`config.mk`:
```
export PLATFORM = sky130hd
export DESIGN_NAME = if_fetch_stage_flat
export DESIGN_NICKNAME = d
export VERILOG_FILES = /design/src/rtl/cpu_pkg.sv /design/src/rtl/if_fetch_stage_if.sv /design/src/rtl/ifid_reg.sv /design/src/rtl/if_fetch_stage.sv /design/src/flat_wrapper.sv
export SDC_FILE = /design/constraint.sdc
export NUM_CORES = 1
export LEC_CHECK = 0
export CORE_MARGIN = 8
export CORE_UTILIZATION = 45
export DETAILED_ROUTE_END_ITERATION = 6
export DONT_BUFFER_PORTS = 1
export PLACE_DENSITY_LB_ADDON = 0.3
export SYNTH_ARGS = -nofsm -noshare
export SYNTH_HDL_FRONTEND = slang
export SYNTH_SLANG_ARGS = --single-unit
```
`constraint.sdc`:
```
create_clock -name clk -period 3.3 [get_ports clk]
set_input_delay 0.66 -clock clk [delete_from_list [all_inputs] [get_ports clk]]
set_output_delay 0.66 -clock clk [all_outputs]
set_load 0.05 [all_outputs]
```
`src/rtl/cpu_pkg.sv`:
```
// Shared CPU constants and fetch-stage types.
// Consumed by if_fetch_stage, its interface and ifid_reg.
package cpu_pkg;

  localparam int DEF_ADDR_W  = 16;
  localparam int DEF_INSTR_W = 16;
  localparam int DEF_PC_STEP = 2;

  localparam logic [15:0] DEF_NOP_INSTR = 16'h0000;

  typedef enum logic [1:0] {
    FETCH,
    WAIT,
    HOLD,
    DRAIN
  } fetch_state_t;

endpackage

```
`src/rtl/if_fetch_stage_if.sv`:
```
// Instruction-memory read port: req/addr out, rdata/valid back.
// The fetch stage is the master side.
interface if_fetch_stage_if
  import cpu_pkg::*;
#(
  parameter int AW = DEF_ADDR_W,
  parameter int IW = DEF_INSTR_W
);

  logic          imem_req;
  logic [AW-1:0] imem_addr;
  logic [IW-1:0] imem_rdata;
  logic          imem_valid;

  modport master (
    output imem_req,
    output imem_addr,
    input  imem_rdata,
    input  imem_valid
  );

  modport slave (
    input  imem_req,
    input  imem_addr,
    output imem_rdata,
    output imem_valid
  );

endinterface

```
`src/rtl/ifid_reg.sv`:
```
// IF/ID pipeline register with load, hold and flush.
// Flush wins over load; the link PC is left alone on flush.
module ifid_reg
  import cpu_pkg::*;
#(
  parameter int              AW  = DEF_ADDR_W,
  parameter int              IW  = DEF_INSTR_W,
  parameter logic [IW-1:0]   NOP = DEF_NOP_INSTR
) (
  input  logic          clk,
  input  logic          rst,
  input  logic          i_load,
  input  logic          i_flush,
  input  logic [IW-1:0] i_instr,
  input  logic [AW-1:0] i_pc,
  output logic          o_valid,
  output logic [IW-1:0] o_instr,
  output logic [AW-1:0] o_pc
);

  logic          r_valid;
  logic [IW-1:0] r_instr;
  logic [AW-1:0] r_pc;

  always_ff @(posedge clk) begin
    if (!rst) begin
      r_valid <= 1'b0;
      r_instr <= NOP;
      r_pc    <= '0;
    end else if (i_flush) begin
      r_valid <= 1'b0;
      r_instr <= NOP;
    end else if (i_load) begin
      r_valid <= 1'b1;
      r_instr <= i_instr;
      r_pc    <= i_pc;
    end
  end

  assign o_valid = r_valid;
  assign o_instr = r_instr;
  assign o_pc    = r_pc;

endmodule

```
`src/rtl/if_fetch_stage.sv`:
```
// Fetch stage: FSM, skid buffer and next-PC mux feeding IF/ID.
// IF_PERF_CNT_EN adds fetch_count / stall_cycles outputs.
module if_fetch_stage
  import cpu_pkg::*;
#(
  parameter int ADDR_W  = DEF_ADDR_W,
  parameter int INSTR_W = DEF_INSTR_W,
  parameter int PC_STEP = DEF_PC_STEP,
  parameter logic [INSTR_W-1:0] NOP_INSTR = DEF_NOP_INSTR
) (
  input  logic               clk,
  input  logic               rst,
  input  logic [ADDR_W-1:0]  pc_in,
  output logic [ADDR_W-1:0]  pc_next,
  input  logic [ADDR_W-1:0]  branch_target,
  input  logic               flush_in,
  input  logic               stall_in,
  if_fetch_stage_if.master   imem,
  output logic               ifid_valid,
  output logic [INSTR_W-1:0] ifid_instr,
  output logic [ADDR_W-1:0]  ifid_pc
`ifdef IF_PERF_CNT_EN
  ,
  output logic [15:0]        fetch_count,
  output logic [15:0]        stall_cycles
`endif
);

  localparam logic [ADDR_W-1:0] STEP = ADDR_W'(PC_STEP);

  fetch_state_t       r_state;
  fetch_state_t       w_next;
  logic [ADDR_W-1:0]  r_addr_q;
  logic [INSTR_W-1:0] r_buf;

  logic               w_req;
  logic [ADDR_W-1:0]  w_addr;
  logic [ADDR_W-1:0]  w_pc_next;
  logic               w_load;
  logic               w_flush;
  logic               w_buf_ld;
  logic [INSTR_W-1:0] w_ld_instr;
  logic [ADDR_W-1:0]  w_ld_pc;

  always_comb begin
    w_next     = r_state;
    w_req      = 1'b0;
    w_addr     = r_addr_q;
    w_pc_next  = pc_in;
    w_load     = 1'b0;
    w_flush    = 1'b0;
    w_buf_ld   = 1'b0;
    w_ld_instr = imem.imem_rdata;
    if (!rst) begin
      w_pc_next = '0;
      w_next    = FETCH;
    end else begin
      unique case (r_state)
        FETCH, WAIT: begin
          w_req = 1'b1;
          if (r_state == FETCH)
            w_addr = pc_in;
          if (flush_in) begin
            w_flush   = 1'b1;
            w_pc_next = branch_target;
            // an unanswered WAIT request must be drained
            if (r_state == WAIT && !imem.imem_valid)
              w_next = DRAIN;
            else
              w_next = FETCH;
          end else if (imem.imem_valid) begin
            if (stall_in) begin
              w_buf_ld = 1'b1;
              w_next   = HOLD;
            end else begin
              w_load    = 1'b1;
              w_pc_next = pc_in + STEP;
              w_next    = FETCH;
            end
          end else begin
            w_next = WAIT;
          end
        end
        HOLD: begin
          if (flush_in) begin
            w_flush   = 1'b1;
            w_pc_next = branch_target;
            w_next    = FETCH;
          end else if (!stall_in) begin
            w_load     = 1'b1;
            w_ld_instr = r_buf;
            w_pc_next  = pc_in + STEP;
            w_next     = FETCH;
          end
        end
        DRAIN: begin
          w_req = 1'b1;
          if (flush_in) begin
            w_flush   = 1'b1;
            w_pc_next = branch_target;
          end else if (imem.imem_valid) begin
            w_next = FETCH;
          end
        end
        default: w_next = FETCH;
      endcase
    end
  end

  assign w_ld_pc = w_addr + STEP;

  always_ff @(posedge clk) begin
    if (!rst) begin
      r_state  <= FETCH;
      r_addr_q <= '0;
      r_buf    <= NOP_INSTR;
    end else begin
      r_state <= w_next;
      if (r_state == FETCH)
        r_addr_q <= pc_in;
      if (w_flush)
        r_buf <= NOP_INSTR;
      else if (w_buf_ld)
        r_buf <= imem.imem_rdata;
    end
  end

  ifid_reg #(
    .AW  (ADDR_W),
    .IW  (INSTR_W),
    .NOP (NOP_INSTR)
  ) u_ifid (
    .clk     (clk),
    .rst     (rst),
    .i_load  (w_load),
    .i_flush (w_flush),
    .i_instr (w_ld_instr),
    .i_pc    (w_ld_pc),
    .o_valid (ifid_valid),
    .o_instr (ifid_instr),
    .o_pc    (ifid_pc)
  );

  assign imem.imem_req  = w_req;
  assign imem.imem_addr = w_addr;
  assign pc_next        = w_pc_next;

`ifdef IF_PERF_CNT_EN
  logic [15:0] r_fetch_cnt;
  logic [15:0] r_stall_cnt;

  always_ff @(posedge clk) begin
    if (!rst) begin
      r_fetch_cnt <= '0;
      r_stall_cnt <= '0;
    end else begin
      if (w_load)
        r_fetch_cnt <= r_fetch_cnt + 16'd1;
      if (stall_in && ifid_valid)
        r_stall_cnt <= r_stall_cnt + 16'd1;
    end
  end

  assign fetch_count  = r_fetch_cnt;
  assign stall_cycles = r_stall_cnt;
`endif

endmodule
```
`src/flat_wrapper.sv`:
```
// flat-port wrapper written by rule: the top's interface ports become plain ports
module if_fetch_stage_flat import cpu_pkg::*;
#(
  parameter int ADDR_W  = DEF_ADDR_W,
  parameter int INSTR_W = DEF_INSTR_W,
  parameter int PC_STEP = DEF_PC_STEP,
  parameter logic [INSTR_W-1:0] NOP_INSTR = DEF_NOP_INSTR
)
  (clk, rst, pc_in, pc_next, branch_target, flush_in, stall_in, ifid_valid, ifid_instr, ifid_pc, imem_imem_req, imem_imem_addr, imem_imem_rdata, imem_imem_valid);
  if_fetch_stage_if imem_i ();
  input  logic clk;
  input  logic rst;
  input  logic [ADDR_W-1:0] pc_in;
  output logic [ADDR_W-1:0] pc_next;
  input  logic [ADDR_W-1:0] branch_target;
  input  logic flush_in;
  input  logic stall_in;
  output logic ifid_valid;
  output logic [INSTR_W-1:0] ifid_instr;
  output logic [ADDR_W-1:0] ifid_pc;
  output wire logic [$bits(imem_i.imem_req)-1:0] imem_imem_req;
  output wire logic [$bits(imem_i.imem_addr)-1:0] imem_imem_addr;
  input wire logic [$bits(imem_i.imem_rdata)-1:0] imem_imem_rdata;
  input wire logic [$bits(imem_i.imem_valid)-1:0] imem_imem_valid;
  assign imem_imem_req = imem_i.imem_req;
  assign imem_imem_addr = imem_i.imem_addr;
  assign imem_i.imem_rdata = imem_imem_rdata;
  assign imem_i.imem_valid = imem_imem_valid;
  if_fetch_stage #(.ADDR_W(ADDR_W), .INSTR_W(INSTR_W), .PC_STEP(PC_STEP), .NOP_INSTR(NOP_INSTR)) u_core (.clk(clk), .rst(rst), .pc_in(pc_in), .pc_next(pc_next), .branch_target(branch_target), .flush_in(flush_in), .stall_in(stall_in), .imem(imem_i), .ifid_valid(ifid_valid), .ifid_instr(ifid_instr), .ifid_pc(ifid_pc));
endmodule
```
# Word-level counts from Yosys, hierarchy flattened
# Index checks and enable logic that the tools add are counted.
# W data, S select, Z words.
# totals
ff_bits,67
in_bits,53
output_inout_bits,66
elab_cells,63
# classes
addsub,2
n_eq_ne,6
muxes,38
n_bitwise,2
reduce_logical,9
# op_table
cell,n
$mux W16,12
$pmux W16 S3,1
$add A16 B2 Y16 const B,2
$mux W2,8
$mux W1,15
$pmux W2 S3,1
$eq A2 B2 Y1 const B,2
$ne A2 B2 Y1 const B,2
$reduce_or A2 Y1,2
$reduce_or A4 Y1,1
$ne A3 B3 Y1 const B,1
$reduce_and A3 Y1,1
$reduce_or A3 Y1,1
$eq A2 B1 Y1 const B,1
$logic_not A2 Y1,1
$not A1 Y1,2
$pmux W1 S2,1
$reduce_and A2 Y1,1
$logic_and A1 B1 Y1,1
$logic_not A1 Y1,1

# Longest topological paths before layout
# depth
depth_word,6
ltp_mapped,12
mapped_depth_nobuf,9

# Modules after synthesis
# A second synthesis with hierarchy kept.
# hier_totals
hier_cells,537
area_unflattened_um2,4136.5
# by_module_without_submodules
module,n_inst,cells_each,area_per_inst_um2
if_fetch_stage,1,410,2871.5
ifid_reg,1,127,1265.0

# Worst setup path after synthesis
# No wires, ideal clock.
# synth_path
path_kind,input port to flip-flop
startpoint,in rst
endpoint,reg u_core.u_ifid.r_pc[15] (netlist: u_core.u_ifid.o_pc[15])
t_arrival_ps,3119
required_time_ps,3216
path_slack_ps,97
cell_stages,12
n_path_buf,3
path_cell_list,buf_4 > nor3b_4 > buf_4 > buf_4 > nand2_1 > nand2_1 > ha_1 > nand2_1 > mux2i_1 > o2111ai_4 > o21a_1 > o31ai_2
# synth_via
word_cells_on_any_way,6
cone_classes,1 x add/sub; 3 x mux; 1 x bitwise; 1 x reduce/logical
# synth_lines
item,line,rtl
"start, declared",flat_wrapper.sv:12,input logic rst;
$mux W16,if_fetch_stage.sv:54,if (!rst) begin
named net imem_imem_addr[1],flat_wrapper.sv:22,output wire logic [$bits(imem_i.imem_addr)-1:0] imem_imem_addr;
$add A16 B2 Y16,if_fetch_stage.sv:110,assign w_ld_pc = w_addr + STEP;
"end signal, assigned",ifid_reg.sv:36,r_pc <= i_pc;
"end, declared",ifid_reg.sv:23,logic [AW-1:0] r_pc;
# The timed path passes the listed nets, and every way through them passes these cells.
# A chain may end at the register's enable or synchronous reset.

# Worst setup path in the final report
# layout_path
startpoint,reg u_core.r_state[1]
endpoint,out pc_next[15]
# layout_via
elab_chain_len,4
word_cells_on_any_way,7
cone_classes,3 x eq/ne; 2 x mux; 2 x reduce/logical
# layout_rtl
item,line,rtl
"start, declared",if_fetch_stage.sv:31,fetch_state_t r_state;
"start signal, assigned",if_fetch_stage.sv:118,r_state <= w_next;
$eq A2 B1 Y1 / $logic_not A2 Y1 (equally long branches),if_fetch_stage.sv:58,unique case (r_state)
$reduce_or A2 Y1,if_fetch_stage.sv:58,
$pmux W16 S3 *,if_fetch_stage.sv:58,
$mux W16 *,if_fetch_stage.sv:54,
"end, declared",flat_wrapper.sv:14,output logic [ADDR_W-1:0] pc_next;
# Every way passes the cells marked *; elsewhere a longest branch is shown, timed or not.

==> results.yml <==
status:
  run_status: "complete, no violations"
power:
  netSwitchingPower_uw: 675
  vdd_drop_max_mv: 0.438
  netSwitchingFraction: 0.329
  power.share.clock: 0.364
  power.internal_mw: 1.38
  power_per_cell_area_mw_per_mm2: 494
  combinationalPowerShare: 0.187
  seq_power_share: 0.449
  p_leak_nw: 1.54
sta:
  timing.final.hold_violations: 0
  worst_pin_slew_ns: 1.00
  timing.final.crit_period_ns: 3.10
  fin_worst_skew_ns: 0.0187
  setup_viol_count_final: 0
  fin_crit_sh: 0.939
  timing.fmax_ghz: 0.323
  maxSlewViolCount: 0
  worst_slew_margin: 0.330
  worst_hold_slack_ns: 0.411
  rsz_0062_raised_after_global_routing: "no"
  setup_tns_after_final_layout_ns: 0
yosys:
  mappedNetlistArea_mm2: 0.00378
  synth_warnings: 0
  synth-seq-cells: 67
  asyncSetResetFlopFracSynth: 0
  synth_cell_count_leaders: "109 x sky130_fd_sc_hd__nand2_1, 67 x sky130_fd_sc_hd__dfxtp_1, 31 x sky130_fd_sc_hd__nand3_1, 29 x sky130_fd_sc_hd__o21ai_0, 26 x sky130_fd_sc_hd__mux2i_1"
  synth_cell_type_count: 49
  edff_count_synth: 0
  synth.area.top_cells: "sky130_fd_sc_hd__dfxtp_1 36%, sky130_fd_sc_hd__nand2_1 11%, sky130_fd_sc_hd__mux2i_1 6.9%, sky130_fd_sc_hd__nand3_1 4.1%, sky130_fd_sc_hd__o21ai_0 3.8%"
  synth_sequential_area_ratio: 0.355
  synth_ff_type: "sky130_fd_sc_hd__dfxtp_1"
  mappedNetlistNets: 529
  synthesis.instances: 474
  synthesis.area_per_instance_um2: 7.97
  synth_most_common_cell: "sky130_fd_sc_hd__nand2_1"
  post-synth-top-area-cell: "sky130_fd_sc_hd__dfxtp_1"
  yosysTopAreaCellShare: 0.355
floorplan:
  initial_core_util: 0.462
  num_rows: 33
  num_io_pins: 119
  core-area_mm2: 0.00818
  dieArea_mm2: 0.0116
  floorplan_die_height_um: 108
  floorplan.die.width_um: 108
placed_design:
  placedCellCount: 568
  port_buffers: 0
  hpwlAfterDp_mm: 7.44
  gpl.final_weighted_congestion: 0.824
setup_path:
  path_class: "reg2out"
  worst-endpoint-required_ns: 2.64
  worst_case_register_to_register_setup_slack_ns: 0.71
  worstPathArrival_ns: 2.44
  cp-start-kind: "register"
  critPathCaptureType: "primary output"
  biggest_fanout_along_the_worst_timing_path: 9
grt:
  number_of_antenna_violations_at_the_first_check_in_global_routing: 0
  grt.total_usage: 0.167
  first_global_vias: 3019
  grt_first_pass_wirelength_mm: 15.7
  grt_max_degree: 57
  gr-total-overflow: 0
final_layout:
  finalNetCount: 529
  num_antenna_cells: 0
  multi_input_comb_area_mm2: 0.00223
  flow.area_growth_from_synthesis_pct: 10.2
  drive_gt1_frac: 0.130
  fin_cells: 583
  fillers: 805
  seqCellArea_mm2: 0.00134
routing:
  drt_pre_antenna_iters: 4
  routed-via-count: 3195
  routed_wire_length_per_instance_um: 17.3
  detailedRoute.firstIterationViolations: 189
  routed_wirelength_mm: 10.1
  route.detailed.vias_per_inst: 5.48
  drc_errors_left: 0
  drtAntennaViolNets: 0
clock_network:
  worst_setup_hold_path_clk_slew_ns: 0.08
  htree_levels: 3
  ctsLongestPathBuffers: 2
  clock_insertion_delay_worst_skew_ns: 0.35
  clock-root-buffer: "sky130_fd_sc_hd__clkbuf_8"
  cts_tree: "done"
  cts_num_sinks: 67
  cts_inserted_buffers: 9
worst_hold_path:
  hp-class: "in2reg"
flow_run:
  cap_violations: 0
==> layer usage <==
metal  global-route usage  wire length [um]  part of all wire
met2                0.257              4630              0.46
met1                0.213              4500              0.45
met4               0.0664                92            0.0091
met3               0.0521               837             0.083
met5                    0                 0                 0
==> cells in the final DEF, fill, tap and decap left out, types with 6 or more instances in the layout <==
master	Yosys	final
sky130_fd_sc_hd__a211oi_1	18	18
sky130_fd_sc_hd__buf_4	5	24
sky130_fd_sc_hd__xnor2_1	9	9
sky130_fd_sc_hd__o21ai_0	29	28
sky130_fd_sc_hd__mux2i_1	26	26
sky130_fd_sc_hd__a21oi_1	23	22
sky130_fd_sc_hd__a21boi_0	16	16
sky130_fd_sc_hd__inv_1	7	7
sky130_fd_sc_hd__and3_1	7	7
sky130_fd_sc_hd__nor3_1	6	6
sky130_fd_sc_hd__nand3_1	31	31
sky130_fd_sc_hd__clkbuf_8	0	9
sky130_fd_sc_hd__nor2_1	22	22
sky130_fd_sc_hd__xor2_1	16	16
sky130_fd_sc_hd__dfxtp_1	67	67
sky130_fd_sc_hd__nand2_1	109	109
==> final cells by class <==
type	count	share of cell area
clock buffers	9	0.0298
clock inverters	6	0.0213
inverters	8	0.00722
multi-input cells	362	0.535
flip-flops and latches	67	0.322
well taps	105	0.0316
repair buffers	26	0.0529
==> cell families after synthesis <==
logic type	share of synthesized area
AO/OA/AOI/OAI	0.191
XOR/XNOR	0.0580
AND/OR/NAND/NOR	0.248
adder cells (fa/ha/maj)	0.00663
multiplexers	0.0828
buffers and inverters	0.0590
flip-flops	0.355
==> path summary, 6_finish.rpt <==
check	start	endpoint	cells past startpoint
min	imem_imem_rdata[0]	u_core.r_buf[0]$_SDFFE_PP0P_	2
min reg2reg	u_core.r_buf[11]$_SDFFE_PP0P_	u_core.r_buf[11]$_SDFFE_PP0P_	2
max	u_core.r_state[1]$_SDFFE_PN0P_	pc_next[15]	6
max reg2reg	u_core.r_state[1]$_SDFFE_PN0P_	u_core.u_ifid.o_pc[15]$_SDFFE_PN0P_	10
==> repair_timing <==
| action | CTS | global route |
|---|---|---|
| hold buffers | 0 | 0 |
| setup endpoints to repair | 0 | 4 |
| gates resized for setup | 0 | 2 |
| buffers inserted | 0 | 0 |
==> power by group through the flow <==
stage	clock (mW)	combinational (mW)	sequential, mW
floorplan	0	0.332	0.933
global placement	0	0.380	0.941
detailed placement	0	0.385	0.942
CTS	0.759	0.386	0.923
global route	0.788	0.415	0.928
finish	0.748	0.383	0.923
==> through the flow <==
| stage | worst slack (ns) | util | power, mW | cell area [um2] |
|---|---|---|---|---|
| 2_1_floorplan | 0.0966 | - | 1.27 | 3780 |
| 3_3_place_gp | 0.486 | 0.483 | 1.32 | 3950 |
| 3_5_place_dp | 0.463 | 0.483 | 1.33 | 3950 |
| 4_1_cts | 0.169 | 0.509 | 2.07 | 4160 |
| 5_1_grt | 0.0163 | 0.509 | 2.13 | 4160 |
| 6_report | 0.201 | 0.509 | 2.05 | 4160 |
==> critical path, cell delays in order (launching register included) <==
cell                        delay (ns)
sky130_fd_sc_hd__dfxtp_1          0.42
sky130_fd_sc_hd__nand2b_1         0.42
sky130_fd_sc_hd__a2111oi_4        0.57
sky130_fd_sc_hd__nand4_1          0.17
sky130_fd_sc_hd__xor2_1           0.17
sky130_fd_sc_hd__a21oi_1          0.14
sky130_fd_sc_hd__buf_4            0.21
(Power assumes the default switching activity.)
